## src/rtl/dsp_pkg.sv

```systemverilog
// Shared DSP definitions: I2S frame geometry and the stereo sample type from the mixer.
package dsp_pkg;

  localparam int unsigned I2S_SLOTS = 32;
  localparam int unsigned I2S_WORD  = 16;

  typedef struct packed {
    logic [I2S_WORD-1:0] l;
    logic [I2S_WORD-1:0] r;
  } stereo_sample_t;

endpackage

```

## src/rtl/i2s_clkgen.sv

```systemverilog
// Free-running I2S bit clock divider and BCLK slot counter.
// 'fall' marks the clk in which bclk goes 1->0; slot_ctr advances on that clk.
module i2s_clkgen
  import dsp_pkg::*;
#(
  parameter int unsigned BCLK_HALF = 10
) (
  input  logic                         clk,
  input  logic                         reset,
  output logic                         bclk,
  output logic                         fall,
  output logic [$clog2(I2S_SLOTS)-1:0] slot_ctr
);

  localparam int unsigned DivW  = (BCLK_HALF > 1) ? $clog2(BCLK_HALF) : 1;
  localparam int unsigned SlotW = $clog2(I2S_SLOTS);

  logic [DivW-1:0]  div_q, div_d;
  logic             bclk_q, bclk_d;
  logic [SlotW-1:0] slot_q, slot_d;
  logic             terminal;

  always_ff @(posedge clk) begin
    if (reset) begin
      div_q  <= '0;
      bclk_q <= 1'b0;
      slot_q <= '0;
    end else begin
      div_q  <= div_d;
      bclk_q <= bclk_d;
      slot_q <= slot_d;
    end
  end

  always_comb begin
    terminal = (div_q == DivW'(BCLK_HALF - 1));
    fall     = terminal & bclk_q;
    div_d    = terminal ? '0 : div_q + 1'b1;
    bclk_d   = terminal ? ~bclk_q : bclk_q;
    // 5-bit counter wraps 31->0 naturally
    slot_d   = fall ? slot_q + 1'b1 : slot_q;
  end

  always_comb begin
    bclk     = bclk_q;
    slot_ctr = slot_q;
  end

endmodule

```

## src/rtl/dsp_i2s_tx.sv

```systemverilog
// I2S transmitter: stages DSP stereo samples and serialises them MSB-first with
// the I2S one-bit delay. Capture is cpu_en gated; the serial clocks never stall.
module dsp_i2s_tx
  import dsp_pkg::*;
#(
  parameter int unsigned BCLK_HALF = 10
) (
  input  logic                clk,
  input  logic                reset,
  input  logic                cpu_en,
  input  logic                exe_32khz,
  input  logic [I2S_WORD-1:0] sample_l,
  input  logic [I2S_WORD-1:0] sample_r,
  input  logic                mute,
  output logic                i2s_bclk,
  output logic                i2s_lrck,
  output logic                i2s_sdata,
  output logic                underrun
);

  localparam int unsigned SlotW = $clog2(I2S_SLOTS);

  logic             fall;
  logic [SlotW-1:0] slot_ctr;

  i2s_clkgen #(
    .BCLK_HALF(BCLK_HALF)
  ) u_clkgen (
    .clk     (clk),
    .reset   (reset),
    .bclk    (i2s_bclk),
    .fall    (fall),
    .slot_ctr(slot_ctr)
  );

  stereo_sample_t       staging_q, staging_d;
  logic                 fresh_q, fresh_d;
  logic [I2S_SLOTS-1:0] frame_q, frame_d;
  logic                 prev_lsb_q, prev_lsb_d;
  logic                 underrun_q, underrun_d;
  logic                 capture, load;
  logic [SlotW-1:0]     bit_idx;

  always_ff @(posedge clk) begin
    if (reset) begin
      staging_q  <= '0;
      fresh_q    <= 1'b0;
      frame_q    <= '0;
      prev_lsb_q <= 1'b0;
      underrun_q <= 1'b0;
    end else begin
      staging_q  <= staging_d;
      fresh_q    <= fresh_d;
      frame_q    <= frame_d;
      prev_lsb_q <= prev_lsb_d;
      underrun_q <= underrun_d;
    end
  end

  always_comb begin
    capture    = cpu_en & exe_32khz;
    load       = fall & (slot_ctr == SlotW'(I2S_SLOTS - 1));
    staging_d  = staging_q;
    fresh_d    = fresh_q;
    frame_d    = frame_q;
    prev_lsb_d = prev_lsb_q;
    if (load) begin
      prev_lsb_d = frame_q[0];
      frame_d    = mute ? '0 : staging_q;
      fresh_d    = 1'b0;
    end
    // A capture in the load clk wins: the old word is framed, the new one stays fresh
    if (capture) begin
      staging_d = '{l: sample_l, r: sample_r};
      fresh_d   = 1'b1;
    end
    underrun_d = load & ~fresh_q & ~capture;
  end

  // All sources change only on fall events, so outputs are stable across BCLK rise
  always_comb begin
    bit_idx   = '0 - slot_ctr;
    i2s_lrck  = (slot_ctr >= SlotW'(I2S_SLOTS / 2));
    i2s_sdata = (slot_ctr == '0) ? prev_lsb_q : frame_q[bit_idx];
    underrun  = underrun_q;
  end

endmodule

```

## config.mk

```make
export PLATFORM = sky130hd
export DESIGN_NAME = dsp_i2s_tx
export DESIGN_NICKNAME = d
export VERILOG_FILES = /design/src/rtl/dsp_pkg.sv /design/src/rtl/i2s_clkgen.sv /design/src/rtl/dsp_i2s_tx.sv
export SDC_FILE = /design/constraint.sdc
export NUM_CORES = 1
export LEC_CHECK = 0
export CORE_UTILIZATION = 45
export CTS_BUF_LIST = sky130_fd_sc_hd__clkbuf_4
export CTS_CLUSTER_DIAMETER = 200
export CTS_CLUSTER_SIZE = 12
export DETAILED_ROUTE_END_ITERATION = 10
export DONT_BUFFER_PORTS = 1
export SKIP_LAST_GASP = 1
export SLEW_MARGIN = 15
export SYNTH_ARGS = -nofsm -noshare
export SYNTH_HDL_FRONTEND = slang
export SYNTH_SLANG_ARGS = --single-unit
```

## constraint.sdc

```tcl
create_clock -name clk -period 2.7 [get_ports clk]
set_clock_uncertainty 0.05 [all_clocks]
set_input_delay 0.27 -clock clk [delete_from_list [all_inputs] [get_ports clk]]
set_output_delay 0.27 -clock clk [all_outputs]
set_load 0.1 [all_outputs]
```

* Word-level counts from Yosys, hierarchy flattened
Cells that the tools add are included.
** Operators by class
- Reductions and logical operators :: 3
- Bitwise operators :: 8
- $add $sub $neg :: 3
- $lt $le $gt $ge :: 2
- Multiplexer cells :: 6
- Eq/ne operators :: 2
** Operator list (number)
- $mux 32 :: 1
- $lt 5x6->1 const B :: 1
- $add 5x1->5 const B :: 1
- $and 1x1->1 :: 5
- $bmux 1 s5 :: 1
- $eq 5x5->1 const B :: 1
- $ge 5x5->1 const B :: 1
- $logic_not 5->1 :: 1
- $sub 1x5->5 const A :: 1
- $add 4x1->4 const B :: 1
- $eq 4x4->1 const B :: 1
- $mux 1 :: 4
- $not 1->1 :: 3
- $reduce_bool 2->1 :: 1
- $reduce_or 2->1 :: 1
** Word-level totals
- Word-level logic and storage cells :: 33
- Bits of input ports :: 37
- Output and inout port bits :: 4
- Register bits :: 77

* Depth between registers and ports, before layout
Gate-level depths: netlist (run 1).
- Depth in word-level cells :: 5
- Mapped depth :: 9
- Gate-level depth less buffers :: 8

* Cells and area by module
From an unflattened synthesis (run 1), not the netlist that was laid out.
** Unflattened totals
- Cells, all modules :: 314
- Area, all modules :: 3075.4 um^2
** Modules (own cells, without submodules)
- dsp_i2s_tx :: sequential area each 1341.3 um^2, times used 1, area each 2626.3 um^2, cells each 266
- i2s_clkgen :: sequential area each 200.2 um^2, times used 1, area each 449.2 um^2, cells each 48

* Least setup slack after synthesis (run 1)
Ideal clock, no wire load.
- Kind :: reg2out
- Start point :: register u_clkgen.slot_q[0] (netlist: u_clkgen.slot_ctr[0])
- End point :: output i2s_sdata
- Stages on the path, launching flop included :: 10
- Path buffers :: 2
- Setup slack :: -0.860 ns
- Arrival :: 3.240 ns
- Data required time :: 2.380 ns
- Cells stage by stage :: dfxtp_1 buf_6 inv_1 ha_1 clkbuf_1 mux4_2 mux2i_1 a32oi_1 o41ai_2 a21oi_1
** Between the ends
- Word-level cells in the longest chain between the ends :: 4
- Elaborated cells on any way between the ends :: 5
- Classes of those cells :: add/sub: 1; mux: 3; reduce/logical: 1
** Ends and longest elaborated chain
- from (decl) :: RTL line i2s_clkgen.sv:20 : logic [SlotW-1:0] slot_q, slot_d;
- from (signal assigned) :: RTL line i2s_clkgen.sv:31 : slot_q <= slot_d;
- $sub 1x5->5 :: RTL line dsp_i2s_tx.sv:82 : bit_idx = '0 - slot_ctr;
- $bmux 1 s5 :: RTL line dsp_i2s_tx.sv:84 : i2s_sdata = (slot_ctr == '0) ? prev_lsb_q : frame_q[bit_idx];
- $mux 1 (implied by the code) :: RTL line dsp_i2s_tx.sv:84
- $mux 1 * :: RTL line dsp_i2s_tx.sv:84
- to (decl) :: RTL line dsp_i2s_tx.sv:17 : output logic i2s_sdata,
Every way passes the cells marked *; elsewhere a longest branch is shown, timed or not. The select of a mux whose other input is x is not followed.

* Final worst setup path (run 1)
Ends and elaborated chain as after synthesis.

==> results of run 1 <==
-- cell type report --
type | instances | share of cell area, %
Tap cell | 77 | 2.65
Sequential cell | 77 | 42.6
Inverter | 5 | 0.517
Timing Repair Buffer | 40 | 11.2
Clock inverter | 5 | 1.41
Clock buffer | 11 | 2.27
Multi-Input combinational cell | 206 | 39.4
-- worst reg2reg max path: stages (launching register included) --
cell	delay, ns
dfxtp_1	0.37
inv_1	0.05
ha_1	0.20
and3b_2	0.25
and2_4	0.22
a21oi_2	0.54
buf_4	0.35
a22o_1	0.18
-- power breakdown --
part | switching (W) | internal [W]
clock network | 0.000378 | 0.000298
logic | 0.0000574 | 0.0000558
registers | 0.0000155 | 0.00116
-- repair_timing --
| item | in CTS | in global routing |
|---|---|---|
| cloned | 0 | 0 |
| hold buffers | 33 | 0 |
| endpoints found under the setup margin | 1 | 1 |
| gates resized for setup | 10 | 0 |
| endpoints found under the hold margin | 45 | 0 |
-- cell usage in the layout, fill, tap and decap left out, types with 5 or more instances in the layout --
| cell type | Yosys | routed |
|---|---|---|
| a21oi_1 | 39 | 38 |
| a22o_1 | 33 | 33 |
| buf_4 | 3 | 6 |
| clkbuf_4 | 0 | 11 |
| dfxtp_1 | 77 | 75 |
| dlygate4sd3_1 | 0 | 32 |
| ha_1 | 7 | 5 |
| inv_1 | 5 | 5 |
| mux4_2 | 5 | 5 |
| nand2_1 | 70 | 70 |
| nor2_1 | 14 | 14 |
| xnor2_1 | 6 | 6 |
-- sequential cells by signal, indices dropped and copies added (netlist names) --
name	cells
prev_lsb_q	1
u_clkgen.slot_ctr	5
frame_q	32
u_clkgen.bclk	1
fresh_q	1
staging_q	32
u_clkgen.div_q	4
underrun	1
-- through the flow --
step / std cells / hold slack, ns / util, %
final: 421 / 0.101 / 56.2
after global routing: 421 / 0.0860 / 56.2
after CTS: 421 / 0.0847 / 56.2
after detailed placement: 372 / 0.297 / 48.1
after global placement: 372 / 0.293 / 48.1
after floorplan: 311 / 0.349 / -
-- worst max path at each step --
stage | slack, ns | startpoint | end
floorplan | 0.04 | u_clkgen.slot_ctr[0] | i2s_sdata
global placement | 0.28 | u_clkgen.slot_ctr[0] | i2s_sdata
detailed placement | 0.21 | u_clkgen.slot_ctr[0] | i2s_sdata
CTS | 0.02 | u_clkgen.slot_ctr[0] | i2s_sdata
global route | -0.06 | u_clkgen.slot_ctr[0] | i2s_sdata
finish | 0.04 | u_clkgen.slot_ctr[0] | i2s_sdata
-- cells by family (layout without fill, tap and decap cells) --
| logic type | after synthesis | count (layout) | synth area share, % |
|---|---|---|---|
| AOI/OAI and AO/OA | 77 | 77 | 17.3 |
| xor gates and xnor gates | 8 | 8 | 2.28 |
| adders and majority gates | 7 | 7 | 2.85 |
| buffers and inverters | 28 | 61 | 5.33 |
| DFF | 77 | 77 | 50.1 |
| muxes | 12 | 12 | 7.60 |
| and+or+nand+nor | 102 | 102 | 14.5 |
-- metal layers --
layer | track usage [%] | up-vias | routed length (um)
met1 | 23.4 | 1058 | 2860
li1 | - | 1139 | -
met3 | 3.83 | 11 | 153
met4 | 9.24 | 0 | 134
met5 | 0 | - | 0
met2 | 27.4 | 32 | 2720
==> key figures, run 1 <==
Run status
  • Status: finished clean

Worst setup path
  • Levels on crit path: 6
  • Reg2Reg Setup Slack: 0.44 ns
  • R2r startpoint: u_clkgen.div_q[1]
  • Bufs and invs on worst path: 2
  • Setup crit end kind: output pin
  • Crit Path Class: flip-flop to output pin
  • Worst EP required: 2.38 ns
  • Crit path max-delay cell type: mux4_1
  • Delay-heaviest family, CP: multiplexers
  • Crit path cell chain: buf_4, mux4_1, mux2_2, o41ai_4, a21oi_4, buf_12
  • Worst Setup Start Kind: flip-flop
  • Crit path DAT: 2.34 ns
  • CP max FO: 7
  • FF-to-FF End: frame_q[15]
  • Max incr delay on CP: 0.56 ns
  • Worst Reg2Reg Path Length in Cells: 7

Placement
  • GP Congestion: 0.724
  • Area post-placement: 3100 um^2
  • Pre-CTS setup slack: 0.207 ns
  • Port bufs: 0
  • HPWL after detailed placement: 3.85 mm

CTS
  • CTS max path bufs: 2
  • Worst-Skew Late Latency: 0.42 ns
  • CTS tree: yes
  • TritonCTS Buffers: 9
  • Root buf cell: clkbuf_4
  • H-tree levels: 3
  • CTS Sinks: 77
  • Clock slew at reported path FFs: 0.12 ns
  • Post-CTS setup buffer count: 0

Cells and area
  • FF+latch area: 1550 um^2
  • Number of antenna repair diodes: 0
  • # fillers: 595
  • Area of the multi-input gates: 1430 um^2
  • Final instance area: 3630 um^2
  • Layout area overhead: 18.1%
  • Final #Nets: 383
  • Layout cells sized above 1: 12.8%

Global routing
  • First-pass GRT wire length: 9.88 mm
  • Gr ovfl total: 0
  • Pin count of the biggest net entering global routing: 46
  • Vias in the first global route: 2073
  • Tot GR Track Use: 17.7%
  • Antenna violations before repair: 0

Drt
  • 1st-iter DRT viols: 71
  • Wirelength, routed: 5.87 mm
  • Residual DRC: 0
  • Antenna-violating nets left: 0
  • Total number of vias: 2240
  • Drt first pass iters: 6
  • Routed vias/inst: 5.32
  • Wirelength per Cell: 13.9 um

STA
  • Fin. max-slew vios: 0
  • Period Utilization, post-route: 98.4%
  • Final min period: 2.66 ns
  • Setup violations, final: 0
  • Fin Setup TNS: 0 ns
  • Worst-Margin Slew: 1.06 ns
  • Hold Vio Cnt, Final: 0
  • Setup WS post-layout: 0.0437 ns
  • Worst slew margin: 29.1%
  • Peak Freq: 376 MHz
  • Unrepaired setup endpoints after global routing: true

Die
  • Die X: 84.7 um
  • Core Region: 6460 um^2
  • Starting density of the core: 47.6%
  • Site row count: 29
  • Die Height: 84.7 um
  • I/O Pins: 41
  • DIE AREA: 7170 um^2

Synth
  • Post-synth ARST share: 0%
  • Number of synthesized flops with an enable pin: 0
  • Post-Syn Area: 3080 um^2
  • Count of different cell masters after synthesis: 38
  • Ys flop type: dfxtp_1
  • Seq/Total Area, Yosys: 50.1%
  • Yosys top cell by area: dfxtp_1
  • Mapped Cells: 311
  • Top-area cell type share of the netlist area: 50.1%
  • Most frequent cells after synthesis: dfxtp_1, nand2_1, a21oi_1
  • Mapped Avg Cell Area: 9.89 um^2
  • Net Count, Synth: 355
  • Synth top area cells: dfxtp_1, a22o_1, nand2_1
  • Flops & latches, synth: 77
  • Most numerous cell in the Yosys netlist: dfxtp_1
  • Synth warn: 0

Power and ir drop
  • PD cells: 541 nW/um^2
  • P_leak: 1.38 nW
  • Pwr Total: 0.00197 W
  • Peak VDD IR: 0.339 mV

Min path
  • Hold Path End: fresh_q
  • Hold Path Depth: 2
  • Worst Hold Class: primary input to flip-flop
  • HP Start: reset

Flow run
  • Max cap viols: 0
(Power assumes the default switching activity.)
==> run 2: changes to the inputs <==
- CTS_BUF_LIST: sky130_fd_sc_hd__clkbuf_4 -> not set
- SYNTH_HIERARCHICAL: not set -> 1
==> run 2 against run 1 <==
Register-to-register slack improved by 0.22 ns. Non-clock buffer count increased by 6. Utilization increased by 2.8 points. Final cell count increased by 2.6%. Setup slack improved by 0.093 ns. Combinational power about the same. Flip-flop and latch count unchanged. Via count increased by 3.7%. Sequential share of layout area decreased by 2.0 points. Synthesized area about the same. Largest power group unchanged.
==> key figures, run 2 <==
Run status
  • Status: finished clean

Power and ir drop
  • Peak VDD IR: 0.461 mV (+36%)
  • Comb pwr share: 5.2% (-0.6 points)
  • P_sw: 0.000502 W (+11%)
  • P_leak: 1.49 nW (+8.2%)
  • Sw frac: 23.2% (+0.23 points)
  • Clock share of power: 40.5% (+6.1 points)
  • Sequential fraction of design power: 54.3% (-5.6 points)
  • Internal power: 0.00167 W (+9.9%)
  • PD cells: 568 nW/um^2 (+5.0%)

Min path
  • Hold Path Depth: 2 (unchanged)
  • HP Start: sample_l[15]
  • Worst Hold Class: primary input to flip-flop
  • Hold Path End: staging_q[31]

Worst setup path
  • Worst EP required: 2.38 ns (about the same)
  • Delay-heaviest family, CP: adder cells
  • FF-to-FF End: frame_q[24]
  • Crit Path Class: flip-flop to output pin
  • Crit path max-delay cell type: dfxtp_2
  • R2r startpoint: u_clkgen/div_q[0]
  • Max incr delay on CP: 0.35 ns (-0.21 ns)
  • Bufs and invs on worst path: 2 (unchanged)
  • Setup crit end kind: output pin
  • Crit path cell chain: inv_1, ha_4, nand2b_4, nor2_4, ha_4, nand2b_4, a311o_1, o21ai_2, o211ai_1, and3_4, buf_12
  • Crit path DAT: 2.24 ns (-0.10 ns)
  • Worst Reg2Reg Path Length in Cells: 7 (unchanged)
  • CP max FO: 5 (-2)
  • Worst Setup Start Kind: flip-flop
  • Reg2Reg Setup Slack: 0.66 ns (+0.22 ns)

CTS
  • TritonCTS Buffers: 9 (unchanged)
  • CTS max path bufs: 2 (unchanged)
  • CTS Sinks: 77 (unchanged)
  • Root buf cell: clkbuf_8
  • H-tree levels: 3 (unchanged)
  • CTS tree: yes
  • Clock slew at reported path FFs: 0.08 ns (-0.04 ns)
  • Worst-Skew Late Latency: 0.35 ns (-0.07 ns)

Drt
  • Antenna-violating nets left: 0 (unchanged)
  • Residual DRC: 0 (unchanged)
  • Drt first pass iters: 4 (-2)
  • Routed vias/inst: 5.38 (+1.0%)
  • 1st-iter DRT viols: 71 (unchanged)
  • Wirelength per Cell: 14.8 um (+5.9%)
  • Total number of vias: 2322 (+3.7%)
  • Wirelength, routed: 6.37 mm (+8.6%)

Flow run
  • Max cap viols: 0 (unchanged)

Synth
  • Ys flop type: dfxtp_1
  • Count of different cell masters after synthesis: 42 (+11%)
  • Mapped Avg Cell Area: 9.79 um^2 (-1.0%)
  • Flops & latches, synth: 77 (unchanged)
  • Yosys top cell by area: dfxtp_1
  • Most numerous cell in the Yosys netlist: dfxtp_1
  • Seq/Total Area, Yosys: 50.1% (about the same)
  • Synth warn: 6 (+6)
  • Top-area cell type share of the netlist area: 50.1% (about the same)
  • Most frequent cells after synthesis: dfxtp_1, nand2_1, a21oi_1
  • Synth top area cells: dfxtp_1, a22o_1, nand2_1
  • Post-synth ARST share: 0% (unchanged)
  • Number of synthesized flops with an enable pin: 0 (unchanged)
  • Net Count, Synth: 358 (+0.85%)
  • Post-Syn Area: 3080 um^2 (about the same)
  • Mapped Cells: 314 (+0.96%)

Global routing
  • Vias in the first global route: 2167 (+4.5%)
  • Pin count of the biggest net entering global routing: 46 (unchanged)
  • Tot GR Track Use: 19.4% (+1.7 points)
  • Gr ovfl total: 0 (unchanged)
  • First-pass GRT wire length: 10.8 mm (+8.9%)
  • Antenna violations before repair: 0 (unchanged)

STA
  • Final min period: 2.56 ns (-0.0928 ns)
  • Worst-Margin Slew: 1.04 ns (-0.0251 ns)
  • Setup violations, final: 0 (unchanged)
  • Final hold slack: 0.0156 ns (-0.0859 ns)
  • Unrepaired setup endpoints after global routing: false
  • Period Utilization, post-route: 94.9% (-3.4 points)
  • Hold Vio Cnt, Final: 0 (unchanged)
  • Worst slew margin: 30.8% (+1.7 points)
  • Fin Setup TNS: 0 ns (unchanged)
  • Peak Freq: 390 MHz (+3.6%)
  • Fin. max-slew vios: 0 (unchanged)

Placement
  • Area post-placement: 3160 um^2 (+1.7%)
  • Port bufs: 0 (unchanged)
  • HPWL after detailed placement: 3.77 mm (-2.2%)
  • Dpl cells: 378 (+1.6%)
  • GP Congestion: 0.765 (+5.7%)

Die
  • DIE AREA: 7170 um^2 (about the same)
  • I/O Pins: 41 (unchanged)
  • Die Height: 84.7 um (about the same)
  • Die X: 84.7 um (about the same)
  • Starting density of the core: 47.6% (about the same)
  • Site row count: 29 (unchanged)
  • Core Region: 6460 um^2 (unchanged)

Cells and area
  • Final instance area: 3810 um^2 (+5.0%)
  • Number of antenna repair diodes: 0 (unchanged)
  • Commonest non-fill, non-tap cell in the layout: dfxtp_1
  • Final #Nets: 395 (+3.1%)
  • Post-Layout Cell Count: 432 (+2.6%)
  • Layout area overhead: 24.0%
  • Layout cells sized above 1: 14.6% (+1.9 points)
  • Most frequent cells in the layout: dfxtp_1, nand2_1, a21oi_1
-- run 2: logic make-up (layout without fill, tap and decap cells) --
kind of cell / after synthesis / after routing / share of synthesized area [%]
xor+xnor: 4 / 4 / 1.14
compound gates: 82 / 82 / 17.7
flops: 77 / 77 / 50.1
simple gates: 106 / 106 / 16.4
buf+inv: 26 / 67 / 3.78
mux: 12 / 12 / 7.93
fa+ha+maj: 7 / 7 / 2.85
-- run 2: repair_timing --
action | CTS | global route
hold buffers | 31 | 0
pin swaps | 1 | 1
endpoints found under the hold margin | 45 | 0
gates resized for setup | 6 | 11
setup buffers | 3 | 5
setup endpoints to repair | 1 | 1
-- run 2: final cells by class --
cell class | count | area (um^2)
fillers | 564 | 2650
flip-flops and latches | 77 | 1550
multi-input cells | 211 | 1490
repair buffers | 46 | 458
clock buffers | 10 | 138
well taps | 77 | 96.3
clock inverters | 5 | 60.1
inverters | 6 | 22.5
-- run 2: layer usage --
metal  part of all wire (%)  global-route usage (%)  vias up
met5                      0                       0        -
met4                    1.5                    7.86        0
met3                    4.6                    5.90        9
met2                     46                    29.1       50
met1                     48                    26.2     1070
li1                       -                       -     1193
-- run 2: worst max path at each step --
stage / to / slack [ns] / depth (start not counted) / startpoint
floorplan: i2s_sdata / 0.14 / 11 / u_clkgen/slot_ctr[0]
global placement: i2s_sdata / 0.28 / 11 / u_clkgen/slot_ctr[1]
detailed placement: i2s_sdata / 0.21 / 11 / u_clkgen/slot_ctr[1]
CTS: i2s_sdata / 0.008 / 11 / u_clkgen/slot_ctr[0]
global route: i2s_sdata / 0.003 / 11 / u_clkgen/slot_ctr[0]
finish: i2s_sdata / 0.14 / 11 / u_clkgen/slot_ctr[0]
-- run 2: power groups by stage --
| stage | clock network [W] | registers [W] | logic [W] |
|---|---|---|---|
| final | 0.000877 | 0.00118 | 0.000113 |
| after global routing | 0.000954 | 0.00118 | 0.000127 |
| after CTS | 0.000896 | 0.00118 | 0.000114 |
| after detailed placement | 0 | 0.00120 | 0.0000653 |
| after global placement | 0 | 0.00120 | 0.0000631 |
| after floorplan | 0 | 0.00120 | 0.0000622 |
-- run 2: worst register-to-register path: cells and delay by family (launching register included) --
| family | cells | cell delay (ns) |
|---|---|---|
| compound gates | 1 | 0.20 |
| fa+ha+maj | 1 | 0.29 |
| flops | 1 | 0.41 |
| buf+inv | 2 | 0.47 |
| simple gates | 3 | 0.57 |
-- run 2: stage by stage --
| stage | utilization [%] | setup slack, ns | power [W] |
|---|---|---|---|
| 5_1_grt | 59.0 | 0.00305 | 0.00226 |
| 4_1_cts | 57.5 | 0.00809 | 0.00219 |
| 3_5_place_dp | 48.9 | 0.211 | 0.00127 |
| 6_report | 59.0 | 0.137 | 0.00217 |
| 3_3_place_gp | 48.9 | 0.278 | 0.00127 |
| 2_1_floorplan | - | 0.143 | 0.00126 |
==> run 3: changes to the inputs <==
- PLACE_DENSITY: not set -> 0.57
==> run 3 against run 2 <==
Design area is 3.1% lower. Sequential share of layout area is 1.2 points higher. Largest power group unchanged. First-iteration DRC count is 46% higher. Register-to-register slack better by 0.02 ns. Fmax is 1.0% lower. Hold slack better by 0.0057 ns. Wire length is 3.0% lower. Setup slack worse by 0.027 ns. Utilization is 1.8 points lower.
==> key figures, run 3 (synthesis gave the netlist of run 2 again) <==
STA
  • Final min period: 2.59 ns (+0.0266 ns)
  • Worst-Margin Slew: 1.02 ns (-0.0116 ns)
  • Setup WS post-layout: 0.110 ns (-0.0266 ns)
  • Period Utilization, post-route: 95.9% (+0.98 points)
  • Worst slew margin: 31.5% (+0.77 points)
  • Hold Vio Cnt, Final: 0 (unchanged)
  • Final hold slack: 0.0213 ns (+0.00570 ns)
  • Setup violations, final: 0 (unchanged)
  • Unrepaired setup endpoints after global routing: false
  • Fin. max-slew vios: 0 (unchanged)
  • Fin Setup TNS: 0 ns (unchanged)
  • Peak Freq: 386 MHz (-1.0%)

Worst setup path
  • Crit Path Class: flip-flop to output pin
  • Worst EP required: 2.38 ns (about the same)
  • CP max FO: 4 (-1)
  • Crit path DAT: 2.27 ns (+0.03 ns)
  • R2r startpoint: u_clkgen/div_q[0]
  • Setup crit end kind: output pin
  • CP Launch Point: u_clkgen/slot_ctr[0]
  • Worst Setup Start Kind: flip-flop

CTS
  • CTS tree: yes
  • CTS max path bufs: 2 (unchanged)
  • H-tree levels: 3 (unchanged)
  • Clock slew at reported path FFs: 0.07 ns (about the same)
  • Worst-Skew Late Latency: 0.34 ns (about the same)
  • Root buf cell: clkbuf_8
  • TritonCTS Buffers: 9 (unchanged)
  • CTS Sinks: 77 (unchanged)

Global routing
  • Tot GR Track Use: 18.9% (-0.53 points)
  • Pin count of the biggest net entering global routing: 46 (unchanged)
  • Vias in the first global route: 2260 (+4.3%)
  • First-pass GRT wire length: 10.7 mm (-0.52%)
  • Gr ovfl total: 0 (unchanged)
  • Antenna violations before repair: 0 (unchanged)

Run status
  • Status: finished clean

Placement
  • Port bufs: 0 (unchanged)
  • GP Congestion: 0.800 (+4.7%)
  • Pre-CTS setup slack: 0.147 ns (-0.0642 ns)
  • Dpl cells: 380 (+0.53%)
  • HPWL after detailed placement: 3.78 mm (+0.32%)

Cells and area
  • Final #Nets: 387 (-2.0%)
  • Number of antenna repair diodes: 0 (unchanged)
  • Commonest non-fill, non-tap cell in the layout: dfxtp_1
  • Layout cells sized above 1: 13.8% (-0.82 points)
  • Layout area overhead: 20.2%
  • FF+latch area: 1550 um^2 (about the same)
  • # fillers: 584 (+3.5%)
  • Most frequent cells in the layout: dfxtp_1, nand2_1, a21oi_1
  • Area of the multi-input gates: 1480 um^2 (-0.84%)
  • Post-Layout Cell Count: 424 (-1.9%)

Drt
  • 1st-iter DRT viols: 104 (+46%)
  • Total number of vias: 2292 (-1.3%)
  • Residual DRC: 0 (unchanged)
  • Routed vias/inst: 5.41 (+0.57%)
  • Wirelength per Cell: 14.6 um (-1.2%)
  • Drt first pass iters: 4 (unchanged)
  • Antenna-violating nets left: 0 (unchanged)
  • Wirelength, routed: 6.18 mm (-3.0%)

Die
  • Core Region: 6460 um^2 (unchanged)
  • I/O Pins: 41 (unchanged)
  • Starting density of the core: 47.6% (unchanged)
  • Die X: 84.7 um (unchanged)
  • Die Height: 84.7 um (unchanged)
  • Site row count: 29 (unchanged)
  • DIE AREA: 7170 um^2 (unchanged)

Min path
  • HP Start: sample_r[7]
  • Worst Hold Class: primary input to flip-flop

Power and ir drop
  • Peak VDD IR: 0.411 mV (-11%)
  • PD cells: 568 nW/um^2 (about the same)
  • P_leak: 1.44 nW (-3.5%)

Flow run
  • Max cap viols: 0 (unchanged)
[run 3: cell count changes in the layout (fill, tap and decap cells not counted), moves of 2 or more]
cell           previous run  this run
buf_4                    13        11
dlygate4sd3_1            30        24
clkinv_2                  1         3
buf_8                     0         2
buf_12                    3         1
[run 3: cell type report]
type,count,share of cell area [%]
Multi-Input combinational cell,211,40.0
Clock buffer,10,3.45
Sequential cell,77,41.8
Inverter,6,0.609
Clock inverter,5,1.42
Timing Repair Buffer,38,10.1
Tap cell,77,2.61
[run 3: final timing paths]
check	slack, ns	end	depth (start not counted)
worst min register to register	0.38	underrun	1
worst min-delay path	0.02	staging_q[7]	2
worst max-delay path	0.11	i2s_sdata	7
worst max register to register	0.68	frame_q[1]	7
[run 3: what timing repair did]
item | in CTS | in global routing
buffers inserted | 4 | 0
endpoints found under the hold margin | 45 | 2
setup endpoints to repair | 1 | 1
hold buffers | 23 | 2
pin swaps | 1 | 1
gates resized for setup | 10 | 5
[run 3: routing by layer]
| layer | share of wire [%] | track usage [%] | up-vias |
|---|---|---|---|
| met5 | 0 | 0 | - |
| li1 | - | - | 1172 |
| met1 | 50 | 25.0 | 1074 |
| met2 | 46 | 30.3 | 34 |
| met3 | 3.0 | 4.82 | 12 |
| met4 | 1.4 | 6.47 | 0 |
[run 3: worst max-delay path: stages (launching register included)]
cell and delay [ns]:
dfxtp_2 0.35, buf_8 0.11, mux4_1 0.55, mux2_2 0.29
nor4_2 0.14, a31oi_1 0.06, and3_2 0.25, buf_8 0.17
[run 3: where the power goes]
group / switching [W] / total [W] / internal (W)
Combinational: 0.0000565 / 0.000106 / 0.0000498
Sequential: 0.0000170 / 0.00118 / 0.00116
Clock: 0.000398 / 0.000815 / 0.000417
[run 3: per-stage QoR]
stage / power [W] / utilization, % / cell area [um^2]
after floorplan: 0.00126 / - / 3080
after global placement: 0.00127 / 48.9 / 3160
after detailed placement: 0.00127 / 48.9 / 3160
after CTS: 0.00212 / 56.5 / 3650
after global routing: 0.00220 / 57.2 / 3700
final: 0.00210 / 57.2 / 3700
